[config.mk]
export PLATFORM = sky130hd
export DESIGN_NAME = board_input_debounce
export DESIGN_NICKNAME = d
export VERILOG_FILES = /design/src/rtl/board_io_pkg.sv /design/src/rtl/debounce_channel.sv /design/src/rtl/board_input_debounce.sv
export SDC_FILE = /design/constraint.sdc
export NUM_CORES = 1
export LEC_CHECK = 0
export ABC_CLOCK_PERIOD_IN_PS = 4100
export BUFFER_PORTS_ARGS = -buffer_cell sky130_fd_sc_hd__buf_2
export CAP_MARGIN = 20
export CORE_AREA = 3 3 217 219
export DETAILED_ROUTE_END_ITERATION = 8
export DIE_AREA = 0 0 220 222
export SYNTH_ARGS = -nofsm -noshare
export SYNTH_HDL_FRONTEND = slang
export SYNTH_HIERARCHICAL = 1
export SYNTH_SLANG_ARGS = --single-unit
[constraint.sdc]
create_clock -name clk_u59 -period 4.1 [get_ports clk_u59]
set_clock_uncertainty 0.1 [all_clocks]
set_input_delay 0.615 -clock clk_u59 [delete_from_list [all_inputs] [get_ports clk_u59]]
set_output_delay 0.615 -clock clk_u59 [all_outputs]
set_load 0.01 [all_outputs]
[src/rtl/board_io_pkg.sv]
// Shared types and default constants for the board front-panel input reader.
package board_io_pkg;

  typedef enum logic {
    STABLE = 1'b0,
    CHECK  = 1'b1
  } deb_state_t;

  localparam int BOARD_IN_WIDTH       = 9;
  localparam int DEBOUNCE_100MHZ_10MS = 1_000_000;

endpackage

[src/rtl/debounce_channel.sv]
// One input channel: 2-flop synchronizer, STABLE/CHECK debounce FSM and counter.
// commit is combinational so the top can set pending on the same edge level toggles.
module debounce_channel
  import board_io_pkg::*;
#(
  parameter int DEBOUNCE_CYCLES = DEBOUNCE_100MHZ_10MS
) (
  input  logic clk_u59,
  input  logic rst_n,
  input  logic pin,
  output logic level,
  output logic rise,
  output logic fall,
  output logic commit
);

  localparam int CW = $clog2(DEBOUNCE_CYCLES);
  localparam logic [CW-1:0] LAST = CW'(DEBOUNCE_CYCLES - 1);

  logic          meta, sync;
  deb_state_t    state, state_d;
  logic [CW-1:0] cnt, cnt_d;

  always_ff @(posedge clk_u59 or negedge rst_n) begin
    if (!rst_n) begin
      meta <= 1'b0;
      sync <= 1'b0;
    end else begin
      meta <= pin;
      sync <= meta;
    end
  end

  always_ff @(posedge clk_u59 or negedge rst_n) begin
    if (!rst_n) begin
      state <= STABLE;
      cnt   <= '0;
      level <= 1'b0;
      rise  <= 1'b0;
      fall  <= 1'b0;
    end else begin
      state <= state_d;
      cnt   <= cnt_d;
      level <= level ^ commit;
      rise  <= commit & ~level;
      fall  <= commit & level;
    end
  end

  always_comb begin
    state_d = state;
    cnt_d   = cnt;
    commit  = 1'b0;
    case (state)
      STABLE: begin
        if (sync != level) begin
          state_d = CHECK;
          cnt_d   = CW'(1);
        end
      end
      CHECK: begin
        if (sync == level) begin
          state_d = STABLE;
          cnt_d   = '0;
        end else if (cnt == LAST) begin
          commit  = 1'b1;
          state_d = STABLE;
          cnt_d   = '0;
        end else begin
          cnt_d = cnt + CW'(1);
        end
      end
      default: begin
        state_d = STABLE;
        cnt_d   = '0;
      end
    endcase
  end

endmodule

[src/rtl/board_input_debounce.sv]
// Debounced board inputs with edge pulses and a valid/ack event port.
// Pending bits are drained lowest index first; a commit on a still-pending channel loses the older event.
module board_input_debounce
  import board_io_pkg::*;
#(
  parameter  int WIDTH           = BOARD_IN_WIDTH,
  parameter  int DEBOUNCE_CYCLES = DEBOUNCE_100MHZ_10MS,
  localparam int IW              = (WIDTH > 1) ? $clog2(WIDTH) : 1
) (
  input  logic             clk_u59,
  input  logic             rst_n,
  input  logic [WIDTH-1:0] pins,
  output logic [WIDTH-1:0] level,
  output logic [WIDTH-1:0] rise,
  output logic [WIDTH-1:0] fall,
  output logic             event_valid,
  output logic [IW-1:0]    event_idx,
  output logic             event_level,
  input  logic             event_ack,
  output logic             overrun,
  input  logic             overrun_clr
);

  logic [WIDTH-1:0] commit_vec;
  logic [WIDTH-1:0] pending, pending_d, ack_mask;
  logic             ack_fire, ovr_hit, any_pending;
  logic [IW-1:0]    first_idx;
  logic             first_lvl;

  for (genvar i = 0; i < WIDTH; i++) begin : g_ch
    debounce_channel #(.DEBOUNCE_CYCLES(DEBOUNCE_CYCLES)) u_ch (
      .clk_u59 (clk_u59),
      .rst_n   (rst_n),
      .pin     (pins[i]),
      .level   (level[i]),
      .rise    (rise[i]),
      .fall    (fall[i]),
      .commit  (commit_vec[i])
    );
  end

  // Priority encoder: scan downward so the lowest pending index wins.
  always_comb begin
    first_idx = '0;
    first_lvl = 1'b0;
    for (int i = WIDTH - 1; i >= 0; i--) begin
      if (pending[i]) begin
        first_idx = IW'(i);
        first_lvl = level[i];
      end
    end
  end

  always_comb begin
    ack_fire = event_valid & event_ack;
    for (int i = 0; i < WIDTH; i++) ack_mask[i] = ack_fire && (event_idx == IW'(i));
    any_pending = |pending;
    ovr_hit     = |(commit_vec & pending & ~ack_mask);
    pending_d   = (pending & ~ack_mask) | commit_vec;
  end

  always_ff @(posedge clk_u59 or negedge rst_n) begin
    if (!rst_n) begin
      pending     <= '0;
      overrun     <= 1'b0;
      event_valid <= 1'b0;
      event_idx   <= '0;
      event_level <= 1'b0;
    end else begin
      pending <= pending_d;
      overrun <= ovr_hit | (overrun & ~overrun_clr);
      if (event_valid) begin
        if (event_ack) event_valid <= 1'b0;
      end else if (any_pending) begin
        event_valid <= 1'b1;
        event_idx   <= first_idx;
        event_level <= first_lvl;
      end
    end
  end

endmodule

==> impl_metrics.ini <==
[global_routing]
grt_overflow_total = 0
antenna_found_initial = 2
grt_pass1_vias = 10595
grt_usage_pct = 13.1
grt_pass1_wl_um = 54300
grt_max_degree = 97

[detailed_routing]
wl_met3_um = 1610
num_vias = 11022
ant_nets = 0
drt_iter0_drc = 883
wl_met1_um = 15400
first_pass_iters = 5
via_per_inst = 5.29
wl_um = 31600
dr_wl_met2_um = 14100
drc = 0
wl_per_cell_um = 15.2
top_layer = met5

[pwr]
power_density_nw_per_um2 = 387
vdd_drop_max_mv = 0.288
p_leak_nw = 6.63

[finish]
antenna_cells = 0
final_core_util_pct = 33.9
syn_to_final_growth_pct = 13.0
final_nets = 1500
fillers = 4648
drive_above_1_share_pct = 10.7

[timing]
setup_tns_ns = 0
min_period_over_period_pct = 63.0
relSlewSlack_pct = 29.6
min_period_ns = 2.58
rsz0062_at_grt = false
maxSlewViolCount = 0
fmax_mhz = 387
tightestPinTransition_ns = 1.05
hold_viol = 1
setup_viol = 0
fin_hold_ws_ns = -0.000227

[logic_synthesis]
synth-edff-count = 0
synth_top_area_share_pct = 46.1
ys.flop_type = dfrtp_1
yosys_register_bits = 250
synth_top_area_cell = dfrtp_1
synth_nets = 1466
synth_cells = 1426
yosysMostFrequentCell = dfrtp_1
ys_seq_area_share_pct = 46.1
yosys_warnings = 6
netlist_top_cells_area = dfrtp_1, a21oi_1, nand3_1
syn_area_per_cell_sq_um = 9.52
synth_common_cells = dfrtp_1, a21oi_1, nand3_1
syn_area_sq_um = 13600
async_reset_ff_share_pct = 100
ys_types = 62

[clock_network]
ctsResizeCount = 0
clockRootBuffer = clkbuf_16
clockBufferDepth = 3
clk_pin_slew_ns = 0.06
post-cts-setup-buffer-count = 0
cts_buffers = 30
tritoncts = built
postCtsHoldBufs = 0
htreeDepth = 1
cts.sinks = 250
clk_latency_ns = 0.56

[floorplanning]
die_w_um = 220
io_pins = 47
die_y_um = 222
die_area_sq_um = 48800
rows = 78
coreArea_sq_um = 45300
floorplan.initialDensity_pct = 30.0

[placement]
gp_congestion = 0.825
io_buffer_count = 46
dp_hpwl_um = 21800

[worst_setup_path]
cp.required_ns = 4.47
critical_path_arrival_ns = 2.95
cp_max_fo = 23
cp-end-kind = register
startpoint_type = register
crit_type = register to register

[worst_hold_path]
hold_class = primary input to async pin

[run_status]
outcome = finished with violations
violations = hold timing

[job]
cap_viol_max_count = 0
layout by cell type, fill, tap and decap left out, types with 9 or more instances in the layout:
| master | n |
|---|---|
| a31oi_1 | 18 |
| nand2b_1 | 24 |
| nor3b_1 | 9 |
| nand3_1 | 97 |
| ha_1 | 27 |
| o21a_1 | 10 |
| and3_1 | 37 |
| a21o_1 | 41 |
| nor2_1 | 74 |
| or3_1 | 45 |
| nand2_1 | 91 |
| o211ai_1 | 22 |
| clkbuf_16 | 31 |
| and4_1 | 24 |
| buf_2 | 45 |
| nor3_1 | 51 |
| o21ai_1 | 82 |
| mux2i_1 | 16 |
| a22o_1 | 10 |
| o21ai_0 | 39 |
| inv_1 | 89 |
| a21oi_1 | 102 |
| dfrtp_1 | 250 |
| and2_1 | 9 |
| nor4_1 | 18 |
| a32oi_1 | 16 |
| nand4_1 | 60 |
registers in the layout, summed over array words and instances (netlist names):
signal / count
g_ch.u_ch/cnt: 180
g_ch.u_ch/rise: 9
g_ch.u_ch/level: 9
g_ch.u_ch/meta: 9
overrun: 1
g_ch.u_ch/sync: 9
event_idx: 4
event_level: 1
g_ch.u_ch/state: 9
g_ch.u_ch/fall: 9
pending: 9
event_valid: 1
layer usage:
layer	track usage, %	vias up
met3	2.86	44
met4	2.64	2
li1	-	5384
met2	20.1	232
met1	18.9	5360
met5	0	-
final timing paths:
| kind | slack (ns) | depth (start not counted) | start | endpoint |
|---|---|---|---|---|
| max reg2reg | 1.52 | 5 | g_ch[8].u_ch/level | g_ch[8].u_ch/cnt[8] |
| max in group asynchronous | 3.02 | 2 | rst_n | g_ch[5].u_ch/cnt[10] |
| max | 1.52 | 5 | g_ch[8].u_ch/level | g_ch[8].u_ch/cnt[8] |
| min | -0.0002 | 1 | rst_n | g_ch[8].u_ch/cnt[12] |
| min in group clk_u59 | 0.06 | 1 | pins[0] | g_ch[0].u_ch/meta |
| min reg2reg | 0.25 | 0 | g_ch[2].u_ch/meta | g_ch[2].u_ch/sync |
power by group:
group / leakage (nW) / switching (mW) / internal, mW
Combinational: 2.74 / 0.344 / 0.200
Clock: 0.505 / 1.05 / 1.70
Sequential: 3.39 / 0.106 / 2.55
critical path, stage by stage, from the launching register on:
cell,delay [ns]
dfrtp_1,0.43
xor2_1,0.45
nand2_1,0.20
a31oi_2,0.85
or2b_1,0.29
a31oi_1,0.17
stage by stage:
stage	std cells	worst slack [ns]	cell area, sq um	hold WS, ns	total power [mW]
floorplan	1426	1.79	13600	0.219	3.03
global placement	2028	1.67	14300	0.232	3.22
detailed placement	2028	1.59	14300	0.235	3.24
CTS	2082	1.57	15300	0.00589	6.05
global route	2082	1.28	15300	0.0294	6.24
finish	2082	1.52	15300	-0.000227	5.94
final cells by class:
type | instances | area [sq um] | area share, %
clock inverters | 11 | 163 | 1.06
inverters | 89 | 334 | 2.18
repair buffers | 49 | 288 | 1.88
multi-input cells | 1040 | 6690 | 43.6
clock buffers | 43 | 861 | 5.61
flip-flops and latches | 250 | 6260 | 40.8
well taps | 600 | 751 | 4.89
kinds of logic after synthesis:
| kind of cell | synth area share (%) |
|---|---|
| and+or+nand+nor | 25.1 |
| AOI/OAI and AO/OA | 19.5 |
| DFF | 46.1 |
| buffers and inverters | 4.61 |
| adders and majority gates | 2.49 |
| muxes | 1.18 |
| xor gates and xnor gates | 1.02 |
Note: power is estimated with default switching activity, not from simulation.
